===== config.mk =====
export PLATFORM = sky130hd
export DESIGN_NAME = ex_muldiv_flat
export DESIGN_NICKNAME = d
export VERILOG_FILES = /design/src/rtl/ex_muldiv_pkg.sv /design/src/rtl/ex_muldiv_if.sv /design/src/rtl/ex_muldiv_core.sv /design/src/rtl/ex_muldiv.sv /design/src/flat_wrapper.sv
export SDC_FILE = /design/constraint.sdc
export NUM_CORES = 1
export LEC_CHECK = 0
export ABC_CLOCK_PERIOD_IN_PS = 4450
export BUFFER_PORTS_ARGS = -buffer_cell sky130_fd_sc_hd__buf_2
export CAP_MARGIN = 20
export CORE_ASPECT_RATIO = 2
export CORE_MARGIN = 4
export CORE_UTILIZATION = 56
export DETAILED_ROUTE_END_ITERATION = 12
export GPL_TIMING_DRIVEN = 0
export PLACE_DENSITY_LB_ADDON = 0.12
export SETUP_SLACK_MARGIN = 0.4
export SYNTH_ARGS = -nofsm -noshare
export SYNTH_HDL_FRONTEND = slang
export SYNTH_HIERARCHICAL = 1
export SYNTH_SLANG_ARGS = --single-unit

===== constraint.sdc =====
create_clock -name clk -period 4.45 [get_ports clk]
set_input_delay 0.445 -clock clk [delete_from_list [all_inputs] [get_ports clk]]
set_output_delay 0.445 -clock clk [all_outputs]
set_load 0.005 [all_outputs]

===== src/rtl/ex_muldiv_pkg.sv =====
// Shared opcode encodings, FSM states and operand-signedness helpers for the
// RV32M/RV64M multiply/divide execute unit.
package ex_muldiv_pkg;

  localparam logic [2:0] MD_MUL    = 3'b000;
  localparam logic [2:0] MD_MULH   = 3'b001;
  localparam logic [2:0] MD_MULHSU = 3'b010;
  localparam logic [2:0] MD_MULHU  = 3'b011;
  localparam logic [2:0] MD_DIV    = 3'b100;
  localparam logic [2:0] MD_DIVU   = 3'b101;
  localparam logic [2:0] MD_REM    = 3'b110;
  localparam logic [2:0] MD_REMU   = 3'b111;

  typedef enum logic [1:0] {
    MD_IDLE = 2'd0,
    MD_BUSY = 2'd1,
    MD_DONE = 2'd2
  } md_state_t;

  function automatic logic op_is_div(input logic [2:0] op);
    return op[2];
  endfunction

  function automatic logic op_is_rem(input logic [2:0] op);
    return op[2] & op[1];
  endfunction

  function automatic logic op_a_signed(input logic [2:0] op);
    return (op == MD_MULH) || (op == MD_MULHSU) || (op == MD_DIV) || (op == MD_REM);
  endfunction

  function automatic logic op_b_signed(input logic [2:0] op);
    return (op == MD_MULH) || (op == MD_DIV) || (op == MD_REM);
  endfunction

endpackage


===== src/rtl/ex_muldiv_if.sv =====
// ID/EX request and EX/MEM result handshakes of the multiply/divide unit.
interface ex_muldiv_if #(parameter int XLEN = 32);
  logic            in_valid;
  logic            in_ready;
  logic [2:0]      op;
  logic [XLEN-1:0] rs1_data;
  logic [XLEN-1:0] rs2_data;
  logic [4:0]      rd_in;
  logic            out_valid;
  logic            out_ready;
  logic [XLEN-1:0] result;
  logic [4:0]      rd_out;
  logic            busy;

  modport master (
    output in_valid, op, rs1_data, rs2_data, rd_in, out_ready,
    input  in_ready, out_valid, result, rd_out, busy
  );

  modport slave (
    input  in_valid, op, rs1_data, rs2_data, rd_in, out_ready,
    output in_ready, out_valid, result, rd_out, busy
  );
endinterface


===== src/rtl/ex_muldiv_core.sv =====
// Shared one-bit-per-cycle datapath: shift-add multiply or restoring divide on
// unsigned magnitudes. acc holds {hi,lo} product or {remainder,quotient}.
module ex_muldiv_core #(
  parameter int XLEN  = 32,
  parameter int CNT_W = $clog2(XLEN) + 1
) (
  input  logic              clk,
  input  logic              rst,
  input  logic              start,
  input  logic              step,
  input  logic              is_div,
  input  logic [XLEN-1:0]   a,
  input  logic [XLEN-1:0]   b,
  output logic [2*XLEN-1:0] acc,
  output logic              done
);
  logic [CNT_W-1:0]  cnt;
  logic              div_q;
  logic [XLEN-1:0]   b_q;
  logic [XLEN:0]     mul_hi;
  logic [XLEN+1:0]   trial;
  logic [2*XLEN-1:0] acc_n;

  assign done = (cnt == '0);

  always_comb begin
    mul_hi = {1'b0, acc[2*XLEN-1:XLEN]} + (acc[0] ? {1'b0, b_q} : '0);
    trial  = {1'b0, acc[2*XLEN-1:XLEN-1]} - {2'b00, b_q};
    acc_n  = {mul_hi, acc[XLEN-1:1]};
    if (div_q) begin
      // Keep the trial difference only when it did not borrow.
      if (!trial[XLEN+1]) acc_n = {trial[XLEN-1:0], acc[XLEN-2:0], 1'b1};
      else                acc_n = {acc[2*XLEN-2:0], 1'b0};
    end
  end

  always_ff @(posedge clk) begin
    if (rst)                cnt <= '0;
    else if (start)         cnt <= CNT_W'(XLEN);
    else if (step && !done) cnt <= cnt - CNT_W'(1);
  end

  always_ff @(posedge clk) begin
    if (start) begin
      acc   <= {{XLEN{1'b0}}, a};
      b_q   <= b;
      div_q <= is_div;
    end else if (step && !done) begin
      acc   <= acc_n;
    end
  end
endmodule


===== src/rtl/ex_muldiv.sv =====
// RV32M/RV64M multiply/divide unit: handshake FSM, sign fix-up, special cases.
// Build option MULDIV_FAST_MUL_EN selects a single-cycle multiplier for MUL*.
module ex_muldiv
  import ex_muldiv_pkg::*;
#(
  parameter int XLEN  = 32,
  parameter int CNT_W = $clog2(XLEN) + 1
) (
  input  logic           clk,
  input  logic           rst,
  input  logic           rdy,
  input  logic           flush,
  ex_muldiv_if.slave     io
);
  localparam logic [XLEN-1:0] MOST_NEG = {1'b1, {(XLEN-1){1'b0}}};

  md_state_t         state, state_n;
  logic              accept, step;
  logic              a_neg, b_neg, is_div, div_zero, div_ovf, special;
  logic [XLEN-1:0]   a_mag, b_mag, special_val, fix_val;
  logic [2:0]        op_q;
  logic              neg_q, neg_rem_q, spec_q;
  logic [XLEN-1:0]   spec_val_q;
  logic [4:0]        rd_q;
  logic [2*XLEN-1:0] acc;
  logic              core_done;
`ifdef MULDIV_FAST_MUL_EN
  logic [2*XLEN-1:0] fast_prod;
`endif

  function automatic logic [XLEN-1:0] cond_neg(input logic [XLEN-1:0] v, input logic n);
    return n ? -v : v;
  endfunction

  function automatic logic [XLEN-1:0] mul_pick(input logic [2*XLEN-1:0] p, input logic n,
                                               input logic [2:0] op);
    logic [2*XLEN-1:0] ps;
    ps = n ? -p : p;
    return (op == MD_MUL) ? ps[XLEN-1:0] : ps[2*XLEN-1:XLEN];
  endfunction

  assign io.in_ready  = !rst && ((state == MD_IDLE) || ((state == MD_DONE) && io.out_ready));
  assign io.out_valid = (state == MD_DONE);
  assign io.busy      = (state != MD_IDLE);
  assign accept       = io.in_valid && io.in_ready && rdy && !flush;
  assign step         = rdy && (state == MD_BUSY) && !spec_q;

  always_comb begin
    is_div      = op_is_div(io.op);
    a_neg       = op_a_signed(io.op) && io.rs1_data[XLEN-1];
    b_neg       = op_b_signed(io.op) && io.rs2_data[XLEN-1];
    a_mag       = cond_neg(io.rs1_data, a_neg);
    b_mag       = cond_neg(io.rs2_data, b_neg);
    div_zero    = is_div && (io.rs2_data == '0);
    div_ovf     = is_div && op_b_signed(io.op) && (io.rs1_data == MOST_NEG) && (io.rs2_data == '1);
    special     = (io.rs2_data == '0) || div_ovf;
    special_val = '0;
    if (div_zero)     special_val = op_is_rem(io.op) ? io.rs1_data : '1;
    else if (div_ovf) special_val = op_is_rem(io.op) ? '0 : io.rs1_data;
`ifdef MULDIV_FAST_MUL_EN
    fast_prod = {{XLEN{1'b0}}, a_mag} * {{XLEN{1'b0}}, b_mag};
    if (!is_div) begin
      special     = 1'b1;
      special_val = mul_pick(fast_prod, a_neg ^ b_neg, io.op);
    end
`endif
  end

  always_comb begin
    fix_val = mul_pick(acc, neg_q, op_q);
    if (op_is_rem(op_q))      fix_val = cond_neg(acc[2*XLEN-1:XLEN], neg_rem_q);
    else if (op_is_div(op_q)) fix_val = cond_neg(acc[XLEN-1:0], neg_q);
  end

  always_comb begin
    state_n = state;
    if (rdy) begin
      if (flush) state_n = MD_IDLE;
      else begin
        case (state)
          MD_IDLE: if (accept) state_n = MD_BUSY;
          MD_BUSY: if (spec_q || core_done) state_n = MD_DONE;
          MD_DONE: begin
            if (accept)            state_n = MD_BUSY;
            else if (io.out_ready) state_n = MD_IDLE;
          end
          default: state_n = MD_IDLE;
        endcase
      end
    end
  end

  always_ff @(posedge clk) begin
    if (rst) state <= MD_IDLE;
    else     state <= state_n;
  end

  // Accept edge: latch op context so later input changes cannot disturb it.
  always_ff @(posedge clk) begin
    if (accept) begin
      op_q       <= io.op;
      neg_q      <= a_neg ^ b_neg;
      neg_rem_q  <= a_neg;
      spec_q     <= special;
      spec_val_q <= special_val;
      rd_q       <= io.rd_in;
    end
  end

  // DONE entry: sign-corrected result presented to EX/MEM.
  always_ff @(posedge clk) begin
    if (rst) begin
      io.result <= '0;
      io.rd_out <= '0;
    end else if ((state == MD_BUSY) && (state_n == MD_DONE)) begin
      io.result <= spec_q ? spec_val_q : fix_val;
      io.rd_out <= rd_q;
    end
  end

  ex_muldiv_core #(.XLEN(XLEN), .CNT_W(CNT_W)) u_core (
    .clk    (clk),
    .rst    (rst),
    .start  (accept),
    .step   (step),
    .is_div (is_div),
    .a      (a_mag),
    .b      (b_mag),
    .acc    (acc),
    .done   (core_done)
  );
endmodule


===== src/flat_wrapper.sv =====
// flat-port wrapper written by rule: the top's interface ports become plain ports
module ex_muldiv_flat import ex_muldiv_pkg::*;
#(
  parameter int XLEN  = 32,
  parameter int CNT_W = $clog2(XLEN) + 1
)
  (clk, rst, rdy, flush, io_in_valid, io_op, io_rs1_data, io_rs2_data, io_rd_in, io_out_ready, io_in_ready, io_out_valid, io_result, io_rd_out, io_busy);
  ex_muldiv_if #(.XLEN(XLEN)) io_i ();
  input  logic clk;
  input  logic rst;
  input  logic rdy;
  input  logic flush;
  input wire logic [$bits(io_i.in_valid)-1:0] io_in_valid;
  input wire logic [$bits(io_i.op)-1:0] io_op;
  input wire logic [$bits(io_i.rs1_data)-1:0] io_rs1_data;
  input wire logic [$bits(io_i.rs2_data)-1:0] io_rs2_data;
  input wire logic [$bits(io_i.rd_in)-1:0] io_rd_in;
  input wire logic [$bits(io_i.out_ready)-1:0] io_out_ready;
  output wire logic [$bits(io_i.in_ready)-1:0] io_in_ready;
  output wire logic [$bits(io_i.out_valid)-1:0] io_out_valid;
  output wire logic [$bits(io_i.result)-1:0] io_result;
  output wire logic [$bits(io_i.rd_out)-1:0] io_rd_out;
  output wire logic [$bits(io_i.busy)-1:0] io_busy;
  assign io_i.in_valid = io_in_valid;
  assign io_i.op = io_op;
  assign io_i.rs1_data = io_rs1_data;
  assign io_i.rs2_data = io_rs2_data;
  assign io_i.rd_in = io_rd_in;
  assign io_i.out_ready = io_out_ready;
  assign io_in_ready = io_i.in_ready;
  assign io_out_valid = io_i.out_valid;
  assign io_result = io_i.result;
  assign io_rd_out = io_i.rd_out;
  assign io_busy = io_i.busy;
  ex_muldiv #(.XLEN(XLEN), .CNT_W(CNT_W)) u_core (.clk(clk), .rst(rst), .rdy(rdy), .flush(flush), .io(io_i));
endmodule

-- After elaboration in Yosys (flattened, before gate mapping)
Index checks and enable logic that the tools add are counted.
- register bits: 185
- input port bits: 78
- logic and storage cells: 96
- output and inout port bits: 40
- reductions and logical operators: 34
- eq/ne operators: 9
- bitwise gates (word level): 3
- $add $sub $neg: 8
- mux-type cells: 27
- operators with widths (operator ; number):
    two-way mux 32 bit ; 15
    two-way mux 64 bit ; 3
    negation 32 bit ; 4
    equality test 32 bit (second input constant) ; 2
    negation 64 bit ; 1
    subtractor 33 x 32 -> 34 bit ; 1
    adder 32 x 32 -> 33 bit ; 1
    logical NOT 32 bit ; 1
    logical AND 1 bit ; 15
    two-way mux 2 bit ; 6
    two-way mux 6 bit ; 2
    logical OR 1 bit ; 8
    equality test 3 bit (second input constant) ; 2
    logical NOT 6 bit ; 1
    one-hot mux 2 bit (3 select lines) ; 1
    subtractor 6 x 1 -> 6 bit (second input constant) ; 1
    equality test 2 bit (second input constant) ; 2
    logical NOT 1 bit ; 4
    nonzero test 2 bit ; 2
    equality test 3 x 1 -> 1 bit (second input constant) ; 1
    equality test 3 x 2 -> 1 bit (second input constant) ; 1
    logical NOT 3 bit ; 1
    bitwise AND 1 bit ; 2
    equality test 2 x 1 -> 1 bit (second input constant) ; 1
    3 further kinds ; 3

-- Depth between registers and ports, before layout
Gate-level depths: netlist (run 1).
- word-level depth: 13
- gate-level depth with buffers: 14
- mapped depth without buffers: 14

-- Modules after synthesis
The synthesis (run 1) kept the hierarchy.
- modules (own cells, without submodules) (module ; area an instance (um^2) ; instances ; cells an instance ; sequential area each (um^2)):
    ex_muldiv_core ; 8179.1 ; 1 ; 940 ; 2712.6
    ex_muldiv ; 7561.0 ; 1 ; 960 ; 2072.0

-- Worst setup path after synthesis (run 1)
Ideal clock, no wire load.
- path type: in2reg
- from: in rst
- to: reg u_core.u_core.acc[0] (enable)
- slack: -272 ps
- arrival: 4335 ps
- required time: 4063 ps
- path buffers: 2
- stages on the path: 6
- setup time: 387 ps
- cells stage by stage: clkbuf_1 -> a211oi_1 -> and3_1 -> nor2_1 -> clkbuf_1 -> inv_1
- longest elaborated chain between the ends: 6
- RTL lines (what ; RTL line ; text):
    start: declaration ; flat_wrapper.sv:10 ; input logic rst;
    logical NOT 1 bit ; ex_muldiv.sv:42 ; assign io.in_ready = !rst && ((state == MD_IDLE) || ((state == MD_DONE) && io.out_ready));
    logical AND 1 bit ; ex_muldiv.sv:42 ;
    net io_in_ready ; flat_wrapper.sv:19 ; output wire logic [$bits(io_i.in_ready)-1:0] io_in_ready;
    logical AND 1 bit (3 in series) ; ex_muldiv.sv:45 ; assign accept = io.in_valid && io.in_ready && rdy && !flush;
    net u_core.accept ; ex_muldiv.sv:18 ; logic accept, step;
    nonzero test 2 bit (no source line) ; - ;
    end signal: assignment ; ex_muldiv_core.sv:45 ; acc <= {{XLEN{1'b0}}, a};
    end signal: assignment ; ex_muldiv_core.sv:49 ; acc <= acc_n;
    end: declaration ; ex_muldiv_core.sv:14 ; output logic [2*XLEN-1:0] acc,
The timed path passes the listed nets, and every way through them passes these cells.
A chain may end at the register's enable or synchronous reset.

-- Worst setup path in the final report (run 1)
- from: in io_rs2_data[8]
- to: reg u_core.spec_val_q[16], data pin
- longest elaborated chain between the ends: 4
- RTL lines (what ; RTL line ; text):
    start: declaration ; flat_wrapper.sv:16 ; input wire logic [$bits(io_i.rs2_data)-1:0] io_rs2_data;
    equality test 32 bit ; ex_muldiv.sv:55 ; div_ovf = is_div && op_b_signed(io.op) && (io.rs1_data == MOST_NEG) && (io.rs2_data == '1);
    logical AND 1 bit ; ex_muldiv.sv:55 ;
    two-way mux 32 bit ; ex_muldiv.sv:59 ; else if (div_ovf) special_val = op_is_rem(io.op) ? '0 : io.rs1_data;
    two-way mux 32 bit * ; ex_muldiv.sv:58 ; if (div_zero) special_val = op_is_rem(io.op) ? io.rs1_data : '1;
    net u_core.special_val[16] ; ex_muldiv.sv:20 ; logic [XLEN-1:0] a_mag, b_mag, special_val, fix_val;
    end signal: assignment ; ex_muldiv.sv:105 ; spec_val_q <= special_val;
    end: declaration ; ex_muldiv.sv:23 ; logic [XLEN-1:0] spec_val_q;
The timed path passes the listed nets; every way through them passes the cells marked *.

==> metrics.md, run 1 <==
| Metric | Value |
|---|---|
| Design Area, Final | `0.0176 mm²` |
| Crit-path max FO | `10` |
| Reg clk slew, reported paths | `80 ps` |
| EDFF count, synth | `108` |
| Unique masters post-synth | `88` |
| Die footprint | `0.0310 mm²` |
| Synth Instances | `1,900` |
| Most frequent cells in the layout | `nand2_1, o21ai_0, a21oi_1, buf_2, nor2_1` |
| Placed insts | `2,371` |
| Core Box Area | `0.0277 mm²` |
| Crit-path leading delay family | `simple AND/OR/NAND/NOR gates` |
| Ys flop type | `edfxtp_1` |
| Final Util | `0.636` |
| Setup WS post-layout | `332 ps` |
| CP Capture Type | `flop` |
| Global placement routability congestion | `~1.1` |
| P per Cell Area | `223 mW/mm²` |
| DR vias/cell | `approximately 6.9` |
| Clk_lat worst skew | `470 ps` |
| Setup violators final | `0` |
| Slowest stage delay, CP | `610 ps` |
| Power Total | `0.00393 W` |
| Final Non-Filler Cells | `approximately 2,400` |
| Max-slew violations | `0` |
| Slew @ Worst Pin | `roughly 1100 ps` |
| Mapped Area | `0.0157 mm²` |
| Most common cell after layout, fill and taps aside | `nand2_1` |
| Worst Path Required | `~4700 ps` |
| Total GRT Usage | `0.447` |
| Ratio of cells with drive above 1 in the final layout | `0.117` |
| 1st-iter DRT viols | `roughly 1,500` |
| Status | `complete, no violations` |
| Chip width | `127 µm` |
| RSZ-0062 raised after global routing | `false` |
| DR WL/cell | `~30 µm` |
| Register area share after synthesis | `0.304` |
| Yosys reg bits | `185` |
| CTS sink count | `185` |
| Grt ovf | `0` |
| Max_cap viols | `0` |
| Area growth, synth to finish | `11.8%` |
| Setup Skew | `15.6 ps` |
| Final nets | `2,198` |
| Static leakage power | `6.80 nW` |
| IO buf count | `117` |
| Initial antenna violation count | `4` |
| DRC Markers | `0` |
| Final hold vios | `0` |
| Synthesized Nets | `2,051` |
| Max frequency | `243 MHz` |
| Critical path type | `in -> reg` |
| Largest net degree at the start of global routing | `45` |
| Rows | `86` |
| Via count | `around 17,000` |
| CP Cell Sequence | `buf_2 -> or4_1 -> nor4_2 -> nor4b_4 -> and3_1 -> nand4b_1 -> nor2_1 -> clkbuf_1 -> o21a_1` |
| CP startpoint kind | `input port` |
| I/O Pins | `between 100 and 150` |
| Worst-case clock buffer depth | `2` |
| VDD IR max | `0.000279 V` |
| Critical path arrival | `4370 ps` |
| Hold/Removal Path Class | `in -> reg` |
| Post-CTS Hold Fix Bufs | `0` |
| Slowest-stage cell, CP | `or4_1` |
| CP bufs+invs | `2` |
| Yosys warns | `6` |
| CTS tree | `yes` |
| Vias in the first global route | `~17,000` |
| Clock buffer count from CTS | `17` |
| Relative slew margins | `0.229` |
| Pre-CTS setup slack | `-401 ps` |
| Routed Antenna Nets | `0` |
| Fin crit share | `0.925` |
| Dpl cell area | `0.0168 mm²` |
| Post-synth ARST share | `0` |
| TritonRoute pass-1 iters | `7` |
| Dpl hpwl | `55,200 µm` |
| First-pass GRT wire length | `a little over 100,000 µm` |
| Number of fill cells | `2,402` |
| Avg Cell Area, Syn | `8.28 µm²` |
| Total wire length | `just over 70,000 µm` |
| Die Ht | `245 µm` |
| Initial Util | `0.569` |
| Clk Tree Root Cell | `clkbuf_16` |
| Htree depth | `4` |
| Final worst path period need | `between 4000 and 5000 ps` |
==> power breakdown <==
group	total [W]	switching, W	internal, W
combinational	0.000515	0.000340	0.000175
clock	0.00154	0.000788	0.000750
sequential	0.00187	0.0000318	0.00184
==> timing repair <==
action / in CTS / in global routing
pin swaps: 4 / 4
setup buffers: 4 / 4
setup endpoints to repair: 75 / 42
resized for setup: 11 / 21
==> metal layers <==
metal | global-route usage | wire length (µm)
met2 | 0.767 | 34200
met4 | 0.505 | 10500
met1 | 0.396 | 20700
met5 | 0 | 0
met3 | 0.101 | 5130
==> registers in the layout, summed over array words and instances, names as in the netlist <==
| name | cells |
|---|---|
| u_core/io.rd_out | 5 |
| u_core/io.result | 32 |
| u_core/neg_q | 1 |
| u_core/neg_rem_q | 1 |
| u_core/op_q | 3 |
| u_core/rd_q | 5 |
| u_core/spec_q | 1 |
| u_core/spec_val_q | 32 |
| u_core/state | 2 |
| u_core/u_core/acc | 64 |
| u_core/u_core/b_q | 32 |
| u_core/u_core/cnt | 6 |
| u_core/u_core/div_q | 1 |
==> area by class of cell <==
type | instances | area (µm²) | share of cell area
Timing Repair Buffer | 128 | 708 | 0.0403
Sequential cell | 185 | 4790 | 0.272
Antenna cell | 2 | 5.00 | 0.000285
Tap cell | 352 | 440 | 0.0250
Multi-Input combinational cell | 1526 | 10300 | 0.587
Inverter | 74 | 282 | 0.0160
Clock buffer | 17 | 425 | 0.0242
Clock inverter | 15 | 158 | 0.00896
Buffer | 115 | 469 | 0.0267
==> cells by family after synthesis <==
logic type / after synthesis / share of synthesized area
muxes: 61 / 0.0393
buffers and inverters: 189 / 0.0470
AOI/OAI and AO/OA: 607 / 0.257
xor gates and xnor gates: 184 / 0.102
and+or+nand+nor: 601 / 0.191
adders and majority gates: 73 / 0.0590
DFF: 185 / 0.304
==> metrics by stage <==
| step | hold WS, ps | setup TNS [ps] |
|---|---|---|
| after global placement | 430 | -24540 |
| after CTS | 135 | 0 |
| final | 147 | 0 |
| after detailed placement | 445 | -5940 |
| after floorplan | 444 | 0 |
| after global routing | 138 | 0 |
==> Yosys cell counts, drive strengths merged, types with 6 or more instances <==
cell type	n	area [µm²]
nor3	55	275
buf	24	116
a31oi	23	159
edfxtp	108	3240
nor2b	11	68.8
or4	22	176
nor4	27	169
and3	19	119
a221oi	11	96.3
nand3	35	175
nand4	23	144
a2111oi	14	124
nand2b	15	93.8
a21o	28	210
inv	74	278
clkbuf	91	345
o31ai	38	318
dfxtp	77	1540
a211oi	25	193
o22ai	8	50.1
o211ai	18	135
a21oi	145	726
o21bai	11	86.3
or3	22	138
xnor2	117	1020
xor2	67	587
a311oi	8	87.6
o41ai	19	200
nor2	126	473
ha	71	888
and2	39	244
o21a	41	308
mux2i	55	551
o221ai	6	58.8
or2	8	50.1
o21ai	156	781
mux2	6	67.6
nand2	176	661
==> path summary, 6_finish.rpt <==
path / endpoint / cells after the start / from / slack [ps]
max reg2reg: u_core/io.result[22]$_SDFFE_PP0P_ / 12 / u_core/u_core/acc[0]$_DFFE_PP_ / 480
min: u_core/rd_q[3]$_DFFE_PP_ / 1 / io_rd_in[3] / 150
min reg2reg: u_core/io.result[0]$_SDFFE_PP0P_ / 2 / u_core/io.result[0]$_SDFFE_PP0P_ / 460
max: u_core/spec_val_q[16]$_DFFE_PP_ / 9 / io_rs2_data[8] / 330
Note: power is estimated with default switching activity, not from simulation.
==> run 2, diff against run 1 <==
--- a/constraint.sdc
+++ b/constraint.sdc
@@ -3,2 +3,2 @@
 set_output_delay 0.445 -clock clk [all_outputs]
-set_load 0.005 [all_outputs]
+set_load 0.02 [all_outputs]
==> run 2 against run 1 <==
Count of clock-buffer cells in the layout is 2 higher; clock skew fell by 1.5 ps; cell count unchanged; combinational power about the same; largest cell class unchanged; largest power group unchanged.
==> metrics.md, run 2 (same netlist as run 1, synthesis figures left out) <==
| Metric | Value |
|---|---|
| Final worst path period need | `4050 ps (-71.2 ps)` |
| Post-CTS Hold Fix Bufs | `0 (unchanged)` |
| CP Capture Type | `flop` |
| Initial Util | `0.569 (unchanged)` |
| Via count | `16,621 (-0.50%)` |
| Total wire length | `69,200 µm (-2.0%)` |
| DR vias/cell | `6.89 (-0.50%)` |
| Setup violators final | `0 (unchanged)` |
| Worst Path Required | `4760 ps (+60 ps)` |
| Worst-case clock buffer depth | `2 (unchanged)` |
| Die Ht | `245 µm (unchanged)` |
| RSZ-0062 raised after global routing | `true` |
| Htree depth | `4 (unchanged)` |
| Grt ovf | `0 (unchanged)` |
| Power Total | `0.00387 W (-1.3%)` |
| Static leakage power | `6.79 nW (-0.18%)` |
| Register name with the most flops | `u_core/u_core/acc` |
| DRC Markers | `0 (unchanged)` |
| Crit-path max FO | `10 (unchanged)` |
| TritonRoute pass-1 iters | `6 (-1)` |
| Chip width | `127 µm (unchanged)` |
| Hold/Removal Path Class | `in -> reg` |
| VDD IR max | `0.000289 V (+3.9%)` |
| Status | `complete, no violations` |
| Critical path arrival | `4350 ps (-20 ps)` |
| CP startpoint kind | `flop` |
| Fin crit share | `0.909 (-0.0160)` |
| CTS sink count | `185 (unchanged)` |
| Hold Slack | `151 ps (+4.34 ps)` |
| FF-to-FF setup slack | `400 ps (-80 ps)` |
| I/O Pins | `118 (unchanged)` |
| Core Box Area | `0.0277 mm² (unchanged)` |
| Max frequency | `247 MHz (+1.8%)` |
| Final hold vios | `0 (unchanged)` |
| Setup TNS | `0 ps (unchanged)` |
| Routed Antenna Nets | `0 (unchanged)` |
| IO buf count | `117 (unchanged)` |
| Die footprint | `0.0310 mm² (unchanged)` |
| Max_cap viols | `0 (unchanged)` |
| Max-slew violations | `0 (unchanged)` |
| Clock buffer count from CTS | `17 (unchanged)` |
| Largest net degree at the start of global routing | `85 (+89%)` |
| Global placement routability congestion | `1.11 (+2.9%)` |
| Slew @ Worst Pin | `1250 ps (+98.8 ps)` |
| CTS tree | `yes` |
| Dpl hpwl | `54,400 µm (-1.4%)` |
| Max FFs per register | `64 (unchanged)` |
| Final nets | `2,200 (+0.091%)` |
| Antenna diodes | `0 (-2)` |
| Most common cell after layout, fill and taps aside | `nand2_1` |
| Area growth, synth to finish | `11.6%` |
| P per Cell Area | `221 mW/mm² (-1.2%)` |
| Clk Tree Root Cell | `clkbuf_16` |
| Vias in the first global route | `16,151 (-2.4%)` |
| Total GRT Usage | `0.433 (-0.0141)` |
| Reg clk slew, reported paths | `70 ps (about the same)` |
| 1st-iter DRT viols | `1,338 (-13%)` |
| Relative slew margins | `0.162 (-0.0668)` |
| Design Area, Final | `0.0176 mm² (-0.15%)` |
| DR WL/cell | `28.6 µm (-2.0%)` |
| Most frequent cells in the layout | `nand2_1, o21ai_0, a21oi_1, buf_2, nor2_1` |
| Initial antenna violation count | `1 (-3)` |
| Dpl cell area | `0.0168 mm² (about the same)` |
| First-pass GRT wire length | `99,700 µm (-2.5%)` |
| Clk_lat worst skew | `470 ps (about the same)` |
| Setup Skew | `14.2 ps (-1.47 ps)` |
| Critical path type | `reg -> reg` |
| Ratio of cells with drive above 1 in the final layout | `0.115 (-0.00205)` |
| Rows | `86 (unchanged)` |
==> run 2: layout make-up <==
| cell class | count | area (µm²) |
|---|---|---|
| flip-flops and latches | 185 | 4790 |
| multi-input cells | 1526 | 10300 |
| clock buffers | 19 | 443 |
| inverters | 74 | 282 |
| repair buffers | 130 | 726 |
| clock inverters | 13 | 109 |
| fillers | 2410 | 10100 |
| plain buffers | 115 | 468 |
| well taps | 352 | 440 |
==> run 2: report_power, final <==
| group | total [W] | switching (W) | internal [W] |
|---|---|---|---|
| Clock | 0.00149 | 0.000745 | 0.000743 |
| Combinational | 0.000512 | 0.000336 | 0.000176 |
| Sequential | 0.00187 | 0.0000320 | 0.00184 |
| Total | 0.00387 | 0.00111 | 0.00276 |
==> run 2: per-stage QoR <==
stage | worst slack [ps] | utilization | instances
6_report | 403 | 0.635 | 2414
3_3_place_gp | -334 | 0.606 | 2369
2_1_floorplan | 795 | - | 1900
5_1_grt | 322 | 0.635 | 2414
3_5_place_dp | -221 | 0.608 | 2372
4_1_cts | 415 | 0.631 | 2408
==> run 2: final timing paths <==
| kind | from | end | cells past startpoint |
|---|---|---|---|
| max | u_core/u_core/acc[0]$_DFFE_PP_ | u_core/u_core/acc[63]$_SDFFE_PP0P_ | 14 |
| min | io_rd_in[3] | u_core/rd_q[3]$_DFFE_PP_ | 1 |
| max reg2reg | u_core/u_core/acc[0]$_DFFE_PP_ | u_core/u_core/acc[63]$_SDFFE_PP0P_ | 14 |
| min reg2reg | u_core/io.result[22]$_SDFFE_PP0P_ | u_core/io.result[22]$_SDFFE_PP0P_ | 2 |
==> run 2: repair_timing <==
item	4_1_cts	5_1_grt
cloned	0	0
pin swaps	0	4
setup endpoints to repair	54	55
resized for setup	12	14
setup buffers	4	4
==> run 2: critical path: stages (launching register included) <==
cell and delay [ps]:
edfxtp_1 390, buf_4 190, clkbuf_2 200, and2_1 170, ha_1 220, fa_1 410
a21o_1 210, a221o_1 410, a41oi_4 240, o211ai_1 110, buf_4 180, o41ai_4 490
o31ai_1 120, a2111oi_0 440, a2111oi_1 110
==> run 2: per-layer routing <==
| metal | up-vias | part of all wire | track usage |
|---|---|---|---|
| met5 | - | 0 | 0 |
| met1 | 7769 | 0.30 | 0.388 |
| met2 | 1032 | 0.49 | 0.756 |
| met3 | 428 | 0.069 | 0.0769 |
| met4 | 0 | 0.14 | 0.483 |
| li1 | 7392 | - | - |
==> run 3, diff against run 2 <==
CORE_MARGIN = default   (was 4)
==> run 3 against run 2 <==
Cell area rose by 0.61%; via count increased by 2.7%; clock skew fell by 1.4 ps; hold slack better by 8.6 ps; critical path depth increased by 2; maximum frequency increased by 0.27%.
==> metrics.md, run 3 (same netlist as run 1, synthesis figures left out) <==
| Metric | Value |
|---|---|
| Largest net degree at the start of global routing | `85 (unchanged)` |
| Clock network fraction of design power | `0.392 (+0.008)` |
| Max frequency | `248 MHz (+0.27%)` |
| Max_cap viols | `0 (unchanged)` |
| Total GRT Usage | `0.514 (+0.0813)` |
| Critical path arrival | `4420 ps (+70 ps)` |
| GRT met1 Usage | `0.468 (+0.0797)` |
| DR vias/cell | `7.06 (+2.5%)` |
| CP Capture Type | `flop` |
| DR WL/cell | `29.7 µm (+3.7%)` |
| Slew @ Worst Pin | `1280 ps (+32.0 ps)` |
| First-pass GRT wire length | `107,000 µm (+7.6%)` |
| Grt peak-use layer | `met2` |
| Setup WS post-layout | `414 ps (+11.0 ps)` |
| Max-slew violations | `0 (unchanged)` |
| VDD IR max | `0.000272 V (-6.0%)` |
| Critical path type | `reg -> reg` |
| Pre-CTS setup slack | `-256 ps (-34.9 ps)` |
| Most common cell after layout, fill and taps aside | `nand2_1` |
| Htree depth | `4 (unchanged)` |
| DRC Markers | `0 (unchanged)` |
| Crit-path max FO | `10 (unchanged)` |
| Initial antenna violation count | `0 (-1)` |
| CTS sink count | `185 (unchanged)` |
| Relative slew margins | `0.140 (-0.0215)` |
| Net Sw Frac | `0.285 (-0.00227)` |
| 1st-iter DRT viols | `1,940 (+45%)` |
| Status | `complete, no violations` |
| RSZ-0062 raised after global routing | `false` |
| RR Startpoint | `u_core/u_core/acc[0]$_DFFE_PP_` |
| Worst-case clock buffer depth | `2 (unchanged)` |
| Global placement routability congestion | `1.05 (-6.0%)` |
| Via count | `17,073 (+2.7%)` |
| Max FFs per register | `64 (unchanged)` |
| Dpl cell area | `0.0168 mm² (unchanged)` |
| Antenna diodes | `0 (unchanged)` |
| Clock buffer count from CTS | `17 (unchanged)` |
| Die footprint | `0.0288 mm² (-7.1%)` |
| Most frequent cells in the layout | `nand2_1, o21ai_0, a21oi_1, buf_2, nor2_1` |
| Die Ht | `239 µm (-2.4%)` |
| Pint | `0.00282 W (+2.3%)` |
| Hold/Removal Path Class | `in -> reg` |
| Setup Skew | `12.8 ps (-1.36 ps)` |
| Final hold vios | `0 (unchanged)` |
| Worst path most repeated cell | `buf_4` |
| Number of fill cells | `2,377 (-1.4%)` |
| IO buf count | `117 (unchanged)` |
| Setup violators final | `0 (unchanged)` |
| Vias in the first global route | `16,934 (+4.8%)` |
| Routed Antenna Nets | `0 (unchanged)` |
| Sw power | `0.00113 W (+1.1%)` |
| Worst Path Required | `4840 ps (+80 ps)` |
| Ratio of cells with drive above 1 in the final layout | `0.120 (+0.00413)` |
| Reg clk slew, reported paths | `80 ps (about the same)` |
| I/O Pins | `118 (unchanged)` |
| Total wire length | `71,800 µm (+3.8%)` |
| CTS tree | `yes` |
| Flop pwr share | `0.474 (-0.010)` |
| Final worst path period need | `4040 ps (-11.0 ps)` |
| Rows | `86 (unchanged)` |
| Slowest stage delay, CP | `400 ps (-90 ps)` |
| Area growth, synth to finish | `12.3%` |
| Core Box Area | `0.0275 mm² (-0.39%)` |
| Design Area, Final | `0.0177 mm² (+0.61%)` |
| Final Util | `0.642 (+0.00639)` |
| Hold Slack | `160 ps (+8.56 ps)` |
| Final Non-Filler Cells | `2,418 (+0.17%)` |
| Register name with the most flops | `u_core/u_core/acc` |
| Grt ovf | `0 (unchanged)` |
| CP startpoint kind | `flop` |
| Final nets | `2,204 (+0.18%)` |
| P per Cell Area | `223 mW/mm² (+1.3%)` |
| Slowest-stage cell, CP | `edfxtp_1` |
| Clk Tree Root Cell | `clkbuf_16` |
| Met2 Resource Use GR | `0.847 (+0.0911)` |
| Setup crit start | `u_core/u_core/acc[0]$_DFFE_PP_` |
| Post-CTS Hold Fix Bufs | `0 (unchanged)` |
| Chip width | `121 µm (-4.7%)` |
| TritonRoute pass-1 iters | `6 (unchanged)` |
| Clk_lat worst skew | `470 ps (about the same)` |
| Initial Util | `0.571 (+0.00222)` |
| Dpl hpwl | `55,400 µm (+1.9%)` |
| Placed insts | `2,373 (+0.042%)` |
| Min-delay src | `io_rd_in[3]` |
| Static leakage power | `6.84 nW (+0.77%)` |
| CP Cell Sequence | `buf_4 -> clkbuf_4 -> and2_1 -> ha_1 -> fa_1 -> a21o_1 -> a221o_1 -> a41oi_2 -> o211ai_1 -> buf_4 -> o41ai_4 -> o21bai_2 -> xnor2_1 -> nor2b_1 -> a211o_1 -> a21oi_1` |
| Fin crit share | `0.907 (-0.00246)` |
| Grt met3 use | `0.145 (+0.0677)` |
| Combinational Power Share | `0.134 (+0.002)` |
[run 3: cell count changes in the layout (fill, tap and decap cells not counted), sizes merged]
cell	change
clkinv	-1
clkdlybuf4s18	-1
clkinvlp	-1
buf	+6
clkbuf	-1
bufinv	+1
inv	+1
[run 3: layer usage]
metal	share of wire	vias up
met5	0	-
met4	0.15	0
met3	0.076	516
met2	0.48	1217
met1	0.30	7931
li1	-	7409
[run 3: power by group through the flow]
stage	registers, W	clock network (W)	logic, W
2_1_floorplan	0.00189	0	0.000287
3_3_place_gp	0.00191	0	0.000477
3_5_place_dp	0.00191	0	0.000489
4_1_cts	0.00187	0.00155	0.000498
5_1_grt	0.00187	0.00161	0.000558
6_report	0.00187	0.00155	0.000529
[run 3: final cells by class]
cell class	instances	area (µm²)	share of cell area
well taps	352	440	0.0249
plain buffers	115	472	0.0267
clock inverters	13	134	0.00758
repair buffers	134	791	0.0447
clock buffers	19	443	0.0251
flip-flops and latches	185	4790	0.271
multi-input cells	1526	10300	0.584
inverters	74	282	0.0159
[run 3: path summary, 6_finish.rpt]
check,end,slack [ps],depth (start not counted)
max reg2reg,u_core/u_core/acc[61]$_SDFFE_PP0P_,410,16
max,u_core/u_core/acc[61]$_SDFFE_PP0P_,410,16
min reg2reg,u_core/io.result[22]$_SDFFE_PP0P_,450,2
min,u_core/rd_q[3]$_DFFE_PP_,160,1
[run 3: stage by stage]
step                TNS, ps  total power (W)
floorplan                 0          0.00218
global route              0          0.00404
finish                    0          0.00395
global placement     -13270          0.00239
detailed placement    -6110          0.00240
CTS                       0          0.00392
[run 3: critical path: cells and delay by family (launching register included)]
kind                       cells  cell delay [ps]
xor gates and xnor gates       1              130
AOI/OAI and AO/OA              8             1950
adders and majority gates      2              630
buffers and inverters          3              550
and+or+nand+nor                2              300
DFF                            1              400
[run 3: what timing repair did]
item / in CTS / in global routing
gates resized for setup: 15 / 19
buffers inserted: 5 / 6
endpoints found under the setup margin: 48 / 64
pin swaps: 3 / 3
